<file path="src/rtl/cache_arbiter.sv">
// cache_arbiter: shares the single line-wide memory port between the I-cache
// and the D-cache. One request is granted at a time. The winning address, op and
// writeback data are latched, the memory port is driven until mem_resp, and the
// line is returned with a one-cycle resp pulse. Ties go to the side not served last.
module cache_arbiter #(
    parameter int ADDR_WIDTH = 32,
    parameter int LINE_WIDTH = 256
) (
    input  logic                  clk,
    input  logic                  rst,
    input  logic                  i_read,
    input  logic [ADDR_WIDTH-1:0] i_address,
    output logic [LINE_WIDTH-1:0] i_rdata,
    output logic                  i_resp,
    input  logic                  d_read,
    input  logic                  d_write,
    input  logic [ADDR_WIDTH-1:0] d_address,
    input  logic [LINE_WIDTH-1:0] d_wdata,
    output logic [LINE_WIDTH-1:0] d_rdata,
    output logic                  d_resp,
    output logic                  mem_read,
    output logic                  mem_write,
    output logic [ADDR_WIDTH-1:0] mem_address,
    output logic [LINE_WIDTH-1:0] mem_wdata,
    input  logic [LINE_WIDTH-1:0] mem_rdata,
    input  logic                  mem_resp,
    output logic [1:0]            grant
);

    // state | meaning
    // IDLE  | sample cache requests, pick a winner
    // MEM   | memory port driven from latched request, wait for mem_resp
    // RESP  | one-cycle resp pulse to the granted cache
    localparam logic [1:0] ST_IDLE = 2'd0;
    localparam logic [1:0] ST_MEM  = 2'd1;
    localparam logic [1:0] ST_RESP = 2'd2;

    logic [1:0]            state_q, state_d;
    logic                  last_d_q, last_d_d;   // 1: D-cache was served last
    logic [1:0]            grant_q, grant_d;
    logic [ADDR_WIDTH-1:0] addr_q, addr_d;
    logic [LINE_WIDTH-1:0] wdata_q, wdata_d;
    logic [LINE_WIDTH-1:0] line_q, line_d;
    logic                  mem_read_q, mem_read_d;
    logic                  mem_write_q, mem_write_d;
    logic                  i_resp_q, i_resp_d;
    logic                  d_resp_q, d_resp_d;

    logic i_pend, d_pend, pick_i, pick_d;

    // Round-robin choice: I wins when it is alone or when D was served last.
    always_comb begin
        i_pend = i_read;
        d_pend = d_read | d_write;
        pick_i = i_pend & (~d_pend | last_d_q);
        pick_d = d_pend & ~pick_i;
    end

    // Next-state and datapath update for the arbitration sequence.
    always_comb begin
        state_d     = state_q;
        last_d_d    = last_d_q;
        grant_d     = grant_q;
        addr_d      = addr_q;
        wdata_d     = wdata_q;
        line_d      = line_q;
        mem_read_d  = mem_read_q;
        mem_write_d = mem_write_q;
        i_resp_d    = 1'b0;
        d_resp_d    = 1'b0;
        case (state_q)
            ST_IDLE: begin
                if (pick_i) begin
                    grant_d     = 2'b01;
                    addr_d      = i_address;
                    wdata_d     = '0;
                    last_d_d    = 1'b0;
                    mem_read_d  = 1'b1;
                    mem_write_d = 1'b0;
                    state_d     = ST_MEM;
                end else if (pick_d) begin
                    // A simultaneous read and write from the D-cache is a writeback.
                    grant_d     = 2'b10;
                    addr_d      = d_address;
                    wdata_d     = d_wdata;
                    last_d_d    = 1'b1;
                    mem_read_d  = ~d_write;
                    mem_write_d = d_write;
                    state_d     = ST_MEM;
                end
            end
            ST_MEM: begin
                if (mem_resp) begin
                    if (!mem_write_q) begin
                        line_d = mem_rdata;
                    end
                    mem_read_d  = 1'b0;
                    mem_write_d = 1'b0;
                    i_resp_d    = grant_q[0];
                    d_resp_d    = grant_q[1];
                    state_d     = ST_RESP;
                end
            end
            ST_RESP: begin
                grant_d = 2'b00;
                state_d = ST_IDLE;
            end
            default: begin
                grant_d     = 2'b00;
                mem_read_d  = 1'b0;
                mem_write_d = 1'b0;
                state_d     = ST_IDLE;
            end
        endcase
    end

    // State and output registers; reset leaves last_grant at D so I wins the first tie.
    always_ff @(posedge clk or posedge rst) begin
        if (rst) begin
            state_q     <= ST_IDLE;
            last_d_q    <= 1'b1;
            grant_q     <= 2'b00;
            addr_q      <= '0;
            wdata_q     <= '0;
            line_q      <= '0;
            mem_read_q  <= 1'b0;
            mem_write_q <= 1'b0;
            i_resp_q    <= 1'b0;
            d_resp_q    <= 1'b0;
        end else begin
            state_q     <= state_d;
            last_d_q    <= last_d_d;
            grant_q     <= grant_d;
            addr_q      <= addr_d;
            wdata_q     <= wdata_d;
            line_q      <= line_d;
            mem_read_q  <= mem_read_d;
            mem_write_q <= mem_write_d;
            i_resp_q    <= i_resp_d;
            d_resp_q    <= d_resp_d;
        end
    end

    // Both caches see the same line register; only the side with resp high uses it.
    always_comb begin
        i_rdata     = line_q;
        d_rdata     = line_q;
        i_resp      = i_resp_q;
        d_resp      = d_resp_q;
        mem_read    = mem_read_q;
        mem_write   = mem_write_q;
        mem_address = addr_q;
        mem_wdata   = wdata_q;
        grant       = grant_q;
    end

endmodule

</file>
<file path="config.mk">
export PLATFORM = sky130hd
export DESIGN_NAME = cache_arbiter
export DESIGN_NICKNAME = d
export VERILOG_FILES = /design/src/rtl/cache_arbiter.sv
export SDC_FILE = /design/constraint.sdc
export NUM_CORES = 1
export LEC_CHECK = 0
export ABC_CLOCK_PERIOD_IN_PS = 25800
export BUFFER_PORTS_ARGS = -buffer_cell sky130_fd_sc_hd__clkbuf_2
export CAP_MARGIN = 20
export CORE_AREA = 4 4 542 544
export CTS_BUF_LIST = sky130_fd_sc_hd__clkbuf_16
export DETAILED_ROUTE_END_ITERATION = 10
export DIE_AREA = 0 0 546 548
export GPL_ROUTABILITY_DRIVEN = 0
export GPL_TIMING_DRIVEN = 0
export PLACE_DENSITY_LB_ADDON = 0.3
export SKIP_LAST_GASP = 1
export SYNTH_ARGS = -nofsm -noshare
export SYNTH_HDL_FRONTEND = slang
export SYNTH_SLANG_ARGS = --single-unit
</file>
<file path="constraint.sdc">
create_clock -name clk -period 25.8 [get_ports clk]
set_clock_uncertainty 0.2 [all_clocks]
set_input_delay 3.87 -clock clk [delete_from_list [all_inputs] [get_ports clk]]
set_output_delay 3.87 -clock clk [all_outputs]
set_load 0.05 [all_outputs]
</file>
==> flow_summary.ini <==
[status]
outcome = completed

[synthesis]
synthDistinctLibCells = 26
syn_nets = 2169
syn_avg_cell_area_um2 = 14.07
synth_seq_area_share_pct = 62.00
ys_warn_count = 0
synth_cells = 1587
synth_area_mm2 = 0.02232
synth-seq-cells = 553

[cts]
cts_hold_buf = 0
clock_sinks = 553
numCtsBuffers = 74
worstSkewPairLatency_ps = 750
clockRootBuffer = clkbuf_16
cts_max_level = 3
post_cts_buffers = 0
cts_tree = yes
cts-resized-gates = 0
clockBufferDepth = 4
cts.clk_slew.worst_paths_ps = 60

[routing]
routed_wirelength_mm = 162.6
ant_nets = 0
vias_per_cell = 2.868
drt_iter0_markers = 1036
remaining_drc_errors = 0
via_count = 19870
wl_per_cell_um = 23.47
drtPass1Iterations = 5

[placed_design]
dpl.hpwl_mm = 141.8
place_ws_ps = 18840
dpl-instance-area_mm2 = 0.03421
io_buffers = 1386

[finish]
fin_area_mm2 = 0.03638
nFillCells = 33080
drive_above_1_share_pct = 66.95
nets = 3639
area_growth_pct = 62.98

[sta]
holdWs_ps = 303.8
worstMarginPinSlew_ps = 781.4
slew-limit-headroom_pct = 47.91
rsz0062_at_grt = no
finalSetupViolations = 0
min_period_over_period_pct = 22.99
slew_viol_final = 0
clock.fmax_mhz = 168.6
hold_viol_final = 0
fin_ws_ps = 19870
layout_min_cycle_time_ps = 5932

[setup_path]
r2r_end = d_rdata[183]
crit_path_start = d_rdata[205]
worstSetupStartpointType = flip-flop
ff2ff_path_depth = 7
cp_max_fo = 3
ff2ff_setup_slack_ps = 22630
critPathKind = reg -> out
worstPathArrival_ps = 1860
r2r_start = state_q[1]
cp.required_ps = 21730
cp-endpoint = i_rdata[205]
cp-end-kind = output pin

[job]
maxCapViolations = 0

[die]
num_rows = 198
io_pins = 1388
die_area_mm2 = 0.2992
core_mm2 = 0.2896
start_util_pct = 7.708
die_w_um = 546
die_y_um = 548

[grt]
antenna_found_initial = 75
grt_first_pass_wirelength_mm = 208.9
gr-total-overflow = 0
grt_max_degree = 107
grt_pass1_vias = 20820
grt.total_usage_pct = 10.39

[worst_hold_path]
min_path_type = reg -> reg
==> cell families (layout without fill, tap and decap cells) <==
family                 Yosys count  count (layout)  synth area share, %
other                            0              21                    0
AO/OA/AOI/OAI                  362             362                12.78
buffers and inverters          368            1888                11.17
AND/OR/NAND/NOR                 47              47                1.082
flip-flops                     553             553                62.00
multiplexers                   257             257                12.97
==> worst max-delay path, cell delays in order, from the launching register on <==
cell and delay, ps:
dfrtp_1 650, buf_4 200, clkbuf_2 270
==> flip-flops by register name, indices dropped and copies added (netlist names) <==
signal and count:
last_d_q 1, mem_wdata 256, d_rdata 256, mem_write 1, d_resp 1, state_q 2
grant 2, mem_read 1, mem_address 32, i_resp 1
==> final cells by class <==
| type | instances | area (µm²) | area share, % |
|---|---|---|---|
| Sequential cell | 553 | 13840 | 38.04 |
| Timing Repair Buffer | 1394 | 7128 | 19.59 |
| Buffer | 366 | 2486 | 6.834 |
| Antenna cell | 21 | 52.55 | 0.1444 |
| Tap cell | 3800 | 4755 | 13.07 |
| Clock inverter | 52 | 264.0 | 0.7257 |
| Inverter | 2 | 15.01 | 0.04127 |
| Multi-Input combinational cell | 666 | 5988 | 16.46 |
| Clock buffer | 74 | 1852 | 5.090 |
==> metrics by stage <==
step / util [%] / cells / setup TNS [ps]
finish: 12.56 / 6928 / 0
detailed placement: 11.81 / 6781 / 0
global placement: 11.74 / 6773 / -763200
floorplan: - / 1587 / 0
global route: 12.55 / 6915 / 0
CTS: 12.54 / 6907 / 0
==> layer usage <==
layer / share of wire (%) / GRT usage [%]
met5: 0.18 / 0
met4: 4.8 / 4.357
met3: 12 / 5.411
met2: 45 / 16.44
met1: 38 / 11.69
==> synth_stat cells <==
| library cell | count | area share [%] |
|---|---|---|
| a2111oi_4 | 1 | 0.12 |
| a21o_1 | 1 | 0.034 |
| a21oi_1 | 33 | 0.74 |
| a22o_1 | 256 | 10 |
| a22oi_1 | 1 | 0.034 |
| a31oi_1 | 32 | 0.90 |
| a32o_1 | 1 | 0.045 |
| and2_1 | 2 | 0.056 |
| and3b_1 | 1 | 0.039 |
| buf_2 | 49 | 1.1 |
| buf_4 | 280 | 9.4 |
| clkbuf_1 | 37 | 0.62 |
| dfrtp_1 | 552 | 62 |
| dfstp_2 | 1 | 0.12 |
| inv_1 | 2 | 0.034 |
| mux2_2 | 257 | 13 |
| nand2_1 | 2 | 0.034 |
| nand2b_1 | 1 | 0.028 |
| nand3_1 | 32 | 0.72 |
| nor2_1 | 3 | 0.050 |
| nor2b_1 | 2 | 0.056 |
| nor3_1 | 2 | 0.045 |
| o21ai_0 | 35 | 0.78 |
| o21ba_2 | 1 | 0.045 |
| o21bai_1 | 1 | 0.034 |
| or3_1 | 2 | 0.056 |
==> worst min-delay path by stage <==
| stage | from | endpoint | slack (ps) | cells past startpoint |
|---|---|---|---|---|
| 3_3_place_gp | mem_wdata[130] | mem_wdata[130] | 290 | 1 |
| 4_1_cts | mem_wdata[50] | mem_wdata[50] | 310 | 1 |
| 5_1_grt | mem_wdata[8] | mem_wdata[8] | 320 | 1 |
| 3_5_place_dp | mem_wdata[34] | mem_wdata[34] | 290 | 1 |
| 2_1_floorplan | last_d_q | last_d_q | 320 | 1 |
| 6_report | mem_wdata[50] | mem_wdata[50] | 300 | 1 |
==> layout by cell type, fill, tap and decap left out, types with 2 or more instances in the layout <==
cell type   instances
clkbuf_2         1386
dfrtp_1           552
buf_4             280
mux2_2            257
a22o_1            256
clkbuf_16          74
buf_2              49
clkbuf_1           37
o21ai_0            35
a21oi_1            33
nand3_1            32
a31oi_1            32
diode_2            21
inv_1              17
clkinv_1           14
clkinv_2           12
buf_16              6
inv_6               5
nor2_1              3
clkinvlp_4          3
nor2b_1             2
or3_1               2
nand2_1             2
and2_1              2
nor3_1              2
Power is not shown: default switching activity piles up to over one toggle a cycle in this logic, so the estimate is an artifact.
